### config.mk
export PLATFORM = sky130hd
export DESIGN_NAME = mips_multicycle_ctrl
export DESIGN_NICKNAME = d
export VERILOG_FILES = /design/src/rtl/mips_multicycle_ctrl.sv
export SDC_FILE = /design/constraint.sdc
export NUM_CORES = 1
export LEC_CHECK = 0
export CORE_AREA = 4 4 63 65
export DETAILED_ROUTE_END_ITERATION = 16
export DIE_AREA = 0 0 67 69
export PLACE_DENSITY = 0.77
export SKIP_CTS_REPAIR_TIMING = 1
export SYNTH_ARGS = -nofsm -noshare
export SYNTH_HDL_FRONTEND = slang
export SYNTH_SLANG_ARGS = --single-unit
### constraint.sdc
create_clock -name clk -period 2.34 [get_ports clk]
set_input_delay 0.351 -clock clk [delete_from_list [all_inputs] [get_ports clk]]
set_output_delay 0.351 -clock clk [all_outputs]
set_load 0.1 [all_outputs]
### src/rtl/mips_multicycle_ctrl.sv
`default_nettype none
// ============================================================================
//  Module      : mips_multicycle_ctrl
//  Description : Control FSM for a multicycle MIPS datapath. The FSM sequences
//                fetch, decode and the per-class execute/writeback states. It
//                flags unsupported opcodes and counts retired instructions.
//  Revision    : 1.0 - initial release
// ============================================================================
module mips_multicycle_ctrl #(
    parameter int RETIRE_W = 16
) (
    input  logic                clk,
    input  logic                reset,
    input  logic [5:0]          opcode,
    input  logic [5:0]          funct,
    input  logic                zero,
    output logic                pcWrite,
    output logic                pcWriteCond,
    output logic                irWrite,
    output logic                memRead,
    output logic                memWrite,
    output logic                regWrite,
    output logic                extendSignal,
    output logic                aluSrcA,
    output logic [1:0]          aluSrcB,
    output logic [1:0]          aluOp,
    output logic [1:0]          pcSource,
    output logic                regDst,
    output logic                memToReg,
    output logic                iorD,
    output logic [3:0]          state,
    output logic                illegal,
    output logic [RETIRE_W-1:0] retired
);

    // Opcodes recognised by the decoder
    localparam logic [5:0] c_OP_RTYPE = 6'b000000;
    localparam logic [5:0] c_OP_LW    = 6'b100011;
    localparam logic [5:0] c_OP_SW    = 6'b101011;
    localparam logic [5:0] c_OP_BEQ   = 6'b000100;
    localparam logic [5:0] c_OP_ADDI  = 6'b001000;
    localparam logic [5:0] c_OP_ANDI  = 6'b001100;
    localparam logic [5:0] c_OP_ORI   = 6'b001101;
    localparam logic [5:0] c_OP_J     = 6'b000010;

    typedef enum logic [3:0] {
        S_FETCH  = 4'd0,
        S_DECODE = 4'd1,
        S_MEMADR = 4'd2,
        S_MEMRD  = 4'd3,
        S_MEMWB  = 4'd4,
        S_MEMWR  = 4'd5,
        S_RTEXE  = 4'd6,
        S_RTWB   = 4'd7,
        S_BRANCH = 4'd8,
        S_IEXE   = 4'd9,
        S_IWB    = 4'd10,
        S_JUMP   = 4'd11
    } state_t;

    state_t              r_state;
    state_t              w_next;
    logic [5:0]          r_opcode;
    logic [RETIRE_W-1:0] r_retired;

    // funct is consumed by the external ALU decoder and zero is gated in the
    // datapath, so neither affects sequencing here.
    logic                w_unused_inputs;
    assign w_unused_inputs = ^{funct, zero};

    // Raw (pre-reset-gating) datapath controls
    logic       w_pcWrite, w_pcWriteCond, w_irWrite, w_memRead, w_memWrite, w_regWrite;
    logic       w_illegal;
    logic       w_retire;
    logic [5:0] w_ext_op;

    // State register; reset aborts any instruction in flight
    always_ff @(posedge clk or posedge reset) begin
        if (reset) begin
            r_state <= S_FETCH;
        end else begin
            r_state <= w_next;
        end
    end

    // Opcode is captured during DECODE for use by later states
    always_ff @(posedge clk or posedge reset) begin
        if (reset) begin
            r_opcode <= 6'b000000;
        end else if (r_state == S_DECODE) begin
            r_opcode <= opcode;
        end
    end

    // Retired count advances on every completing return to FETCH
    always_ff @(posedge clk or posedge reset) begin
        if (reset) begin
            r_retired <= '0;
        end else if (w_retire) begin
            r_retired <= r_retired + RETIRE_W'(1);
        end
    end

    // Next-state and per-state control decode
    always_comb begin
        w_next        = S_FETCH;
        w_pcWrite     = 1'b0;
        w_pcWriteCond = 1'b0;
        w_irWrite     = 1'b0;
        w_memRead     = 1'b0;
        w_memWrite    = 1'b0;
        w_regWrite    = 1'b0;
        aluSrcA       = 1'b0;
        aluSrcB       = 2'b00;
        aluOp         = 2'b00;
        pcSource      = 2'b00;
        regDst        = 1'b0;
        memToReg      = 1'b0;
        iorD          = 1'b0;
        w_illegal     = 1'b0;
        w_retire      = 1'b0;
        case (r_state)
            S_FETCH: begin
                w_memRead = 1'b1;
                w_irWrite = 1'b1;
                w_pcWrite = 1'b1;
                aluSrcB   = 2'b01;
                w_next    = S_DECODE;
            end
            S_DECODE: begin
                // ALU precomputes the branch target while decoding
                aluSrcB = 2'b11;
                case (opcode)
                    c_OP_RTYPE:                     w_next = S_RTEXE;
                    c_OP_LW, c_OP_SW:               w_next = S_MEMADR;
                    c_OP_BEQ:                       w_next = S_BRANCH;
                    c_OP_ADDI, c_OP_ANDI, c_OP_ORI: w_next = S_IEXE;
                    c_OP_J:                         w_next = S_JUMP;
                    default: begin
                        w_next    = S_FETCH;
                        w_illegal = 1'b1;
                    end
                endcase
            end
            S_MEMADR: begin
                aluSrcA = 1'b1;
                aluSrcB = 2'b10;
                w_next  = (r_opcode == c_OP_LW) ? S_MEMRD : S_MEMWR;
            end
            S_MEMRD: begin
                w_memRead = 1'b1;
                iorD      = 1'b1;
                w_next    = S_MEMWB;
            end
            S_MEMWB: begin
                w_regWrite = 1'b1;
                memToReg   = 1'b1;
                w_retire   = 1'b1;
            end
            S_MEMWR: begin
                w_memWrite = 1'b1;
                iorD       = 1'b1;
                w_retire   = 1'b1;
            end
            S_RTEXE: begin
                aluSrcA = 1'b1;
                aluOp   = 2'b10;
                w_next  = S_RTWB;
            end
            S_RTWB: begin
                w_regWrite = 1'b1;
                regDst     = 1'b1;
                w_retire   = 1'b1;
            end
            S_BRANCH: begin
                aluSrcA       = 1'b1;
                aluOp         = 2'b01;
                w_pcWriteCond = 1'b1;
                pcSource      = 2'b01;
                w_retire      = 1'b1;
            end
            S_IEXE: begin
                aluSrcA = 1'b1;
                aluSrcB = 2'b10;
                aluOp   = 2'b11;
                w_next  = S_IWB;
            end
            S_IWB: begin
                w_regWrite = 1'b1;
                w_retire   = 1'b1;
            end
            S_JUMP: begin
                w_pcWrite = 1'b1;
                pcSource  = 2'b10;
                w_retire  = 1'b1;
            end
            default: begin
                // Unused encodings 12-15 recover to FETCH
                w_next = S_FETCH;
            end
        endcase
    end

    // During DECODE the latched copy is not yet valid, so use the live opcode
    assign w_ext_op     = (r_state == S_DECODE) ? opcode : r_opcode;
    assign extendSignal = !((w_ext_op == c_OP_ANDI) || (w_ext_op == c_OP_ORI));

    // Write strobes are held off for as long as reset is asserted
    assign pcWrite     = w_pcWrite     & ~reset;
    assign pcWriteCond = w_pcWriteCond & ~reset;
    assign irWrite     = w_irWrite     & ~reset;
    assign memRead     = w_memRead     & ~reset;
    assign memWrite    = w_memWrite    & ~reset;
    assign regWrite    = w_regWrite    & ~reset;
    assign illegal     = w_illegal     & ~reset;

    assign state   = r_state;
    assign retired = r_retired;

endmodule
`default_nettype wire

==> impl_metrics.py <==
metrics = {
    "synthesis": {
        "syn_avg_cell_area_um2": 9.958,
        "synth_edf_count": 0,
        "syn_inst": 146,
        "synth-seq-area-share_pct": 44.75,
        "ys_ff_latch": 26,
        "synth_top_area_share_pct": 44.75,
        "synth_nets": 162,
        "yosys_most_used_dff": "dfrtp_1",
        "syn_area_um2": 1454,
        "synthArstFlopShare_pct": 100.0,
        "synth_area_leaders": "dfrtp_1 (45%), xor2_1 (7.8%), mux2_2 (5.4%)",
        "ys_types": 36,
        "synth-warning-count": 0,
        "yosysTopAreaCell": "dfrtp_1",
    },
    "placed_design": {
        "dp_hpwl_mm": 3.106,
        "dp_slack_ns": -0.1211,
        "place.gp.congestion": 0.8832,
        "io_buffer_count": 45,
    },
    "floorplanning": {
        "die_y_um": 69,
        "start_util_pct": 43.57,
        "core_area_um2": 3337,
        "ios": 53,
        "dieArea_um2": 4623,
        "fp.dieW_um": 67,
        "fp-row-count": 21,
    },
    "sta": {
        "fin_skew_ns": 0.01067,
        "slew_violations": 0,
        "fin_ws_ns": -0.3547,
        "worstMarginPinSlew_ns": 0.5150,
        "hold_viol_final": 0,
        "fmax_mhz": 371.1,
        "fin_crit_sh_pct": 115.2,
        "setup_violations": 1,
        "relSlewSlack_pct": 65.18,
        "rsz0062_at_grt": "true",
        "min_period_ns": 2.695,
    },
    "route": {
        "drt-pass1-iter-count": 4,
        "vias": 1373,
        "via_per_inst": 5.427,
        "ant_nets": 0,
        "wl_mm": 4.059,
        "initialDrtViolationCount": 102,
        "wire_per_inst_um": 16.04,
        "drc_errors": 0,
    },
    "run_status": {
        "status": "complete, but fails checks",
        "failed_checks": "negative setup slack",
    },
    "global_route": {
        "grt-ovfl-total": 0,
        "grt_max_degree": 27,
        "grt_antenna_before_repair": 0,
        "grt_pass1_wl_mm": 6.672,
        "track_usage_pct": 18.06,
        "grt_pass1_vias": 1401,
    },
    "clocking": {
        "clock-sinks": 26,
        "cts_buffers": 3,
        "tritoncts": "built",
        "clkTransAtPathRegs_ns": 0.14,
        "clockRootBuffer": "clkbuf_4",
        "insertion_delay_ns": 0.34,
        "clock_path_buffers": 2,
        "cts_max_level": 1,
    },
    "finish": {
        "layout.nets": 224,
        "final_common_cell": "buf_4",
        "insertedDiodeCount": 0,
        "seqCellArea_um2": 663.1,
        "multi_input_area_um2": 940.9,
        "area_growth_pct": 69.45,
        "drive_gt1_share_pct": 48.79,
        "fillers": 236,
        "mostFrequentLayoutCells": "buf_4 (38), dfrtp_1 (22), buf_12 (18)",
    },
    "job": {
        "maxCapViolCount": 0,
    },
    "setup_path": {
        "cp-start-kind": "register",
        "critPathKind": "register to primary output",
        "arrival_ns": 2.34,
        "critPathRequiredTime_ns": 1.99,
        "cp_max_fo": 6,
        "critPathCaptureType": "primary output",
    },
    "power": {
        "ir_worst_vdd_uv": 1064,
        "power_uw": 3161,
        "p_leak_uw": 0.001106,
        "power.density_nw_per_um2": 1283,
    },
    "hold_path": {
        "hold_class": "input port to register",
    },
}
==> routing by layer <==
metal	part of all wire (%)	vias up	GRT usage, %	routed length (µm)
li1	-	647	-	-
met1	39	669	21.12	1599
met2	55	44	32.97	2233
met3	3.4	13	2.273	140
met4	2.1	0	5.856	86
met5	0	-	0	0
==> worst max-delay path, stage by stage (launching register included) <==
cell,delay [ns]
dfrtp_4,0.52
nor4b_4,0.27
buf_4,0.19
mux2_4,0.31
or4_4,0.53
buf_12,0.18
==> synth_stat cells (2+ instances only) <==
cell / count
dfrtp_1: 26
nor2b_1: 2
nand2b_1: 4
nor4b_1: 5
nor3b_1: 2
a31oi_1: 2
o21ai_0: 2
nand2_1: 12
nand3_1: 7
clkbuf_1: 4
a21oi_1: 3
nand4_1: 2
o31ai_1: 2
nor2_1: 11
nor4_1: 6
xor2_1: 13
xnor2_1: 3
nor3_1: 9
and4_1: 3
inv_1: 4
buf_6: 2
mux2_2: 7
a211oi_1: 2
==> cell type report <==
cell class / count / area share (%)
clock buffer: 3 / 0.9142
clock inverter: 1 / 1.219
inverter: 4 / 0.6094
multi-input combinational: 109 / 38.19
sequential: 26 / 26.92
tap: 46 / 2.336
timing repair buffer: 64 / 29.81
==> through the flow <==
step,hold WS [ns],cells,area (µm²),utilization [%],setup TNS [ns]
after CTS,0.5062,252,2414,72.33,-0.7159
after detailed placement,0.4829,248,2361,70.75,-0.1211
after floorplan,0.3963,146,1645,-,-1.565
after global routing,0.4595,253,2464,73.83,-0.4241
final,0.4442,253,2464,73.83,-0.3547
after global placement,0.4723,248,2361,70.75,-0.05139
==> registers in the layout, summed over array words and instances, names as in the netlist <==
| name | count |
|---|---|
| retired | 16 |
| r_opcode | 6 |
| state | 4 |
==> path summary, 6_finish.rpt <==
path / endpoint / depth (start not counted) / slack (ns) / from
min: r_opcode[1] / 3 / 0.44 / opcode[1]
min in group asynchronous: retired[12] / 4 / 0.60 / reset
min reg2reg: retired[14] / 1 / 0.51 / retired[14]
max in group asynchronous: state[1] / 4 / 1.47 / reset
max: extendSignal / 5 / -0.35 / state[3]
max reg2reg: retired[6] / 6 / 0.36 / state[1]
==> power by group <==
part / switching [µW] / total [µW] / internal (µW)
logic: 1470 / 2180 / 718
registers: 89.2 / 657 / 568
clock network: 146 / 320 / 174
==> logic make-up after synthesis <==
kind of cell | after synthesis | share of synthesized area [%]
AO/OA/AOI/OAI | 15 | 6.970
XOR/XNOR | 16 | 9.639
adder cells (fa/ha/maj) | 1 | 0.8604
buffers and inverters | 11 | 3.958
flip-flops | 26 | 44.75
multiplexers | 8 | 6.110
AND/OR/NAND/NOR | 69 | 27.71
No activity file was read; power rests on OpenSTA's default activity.
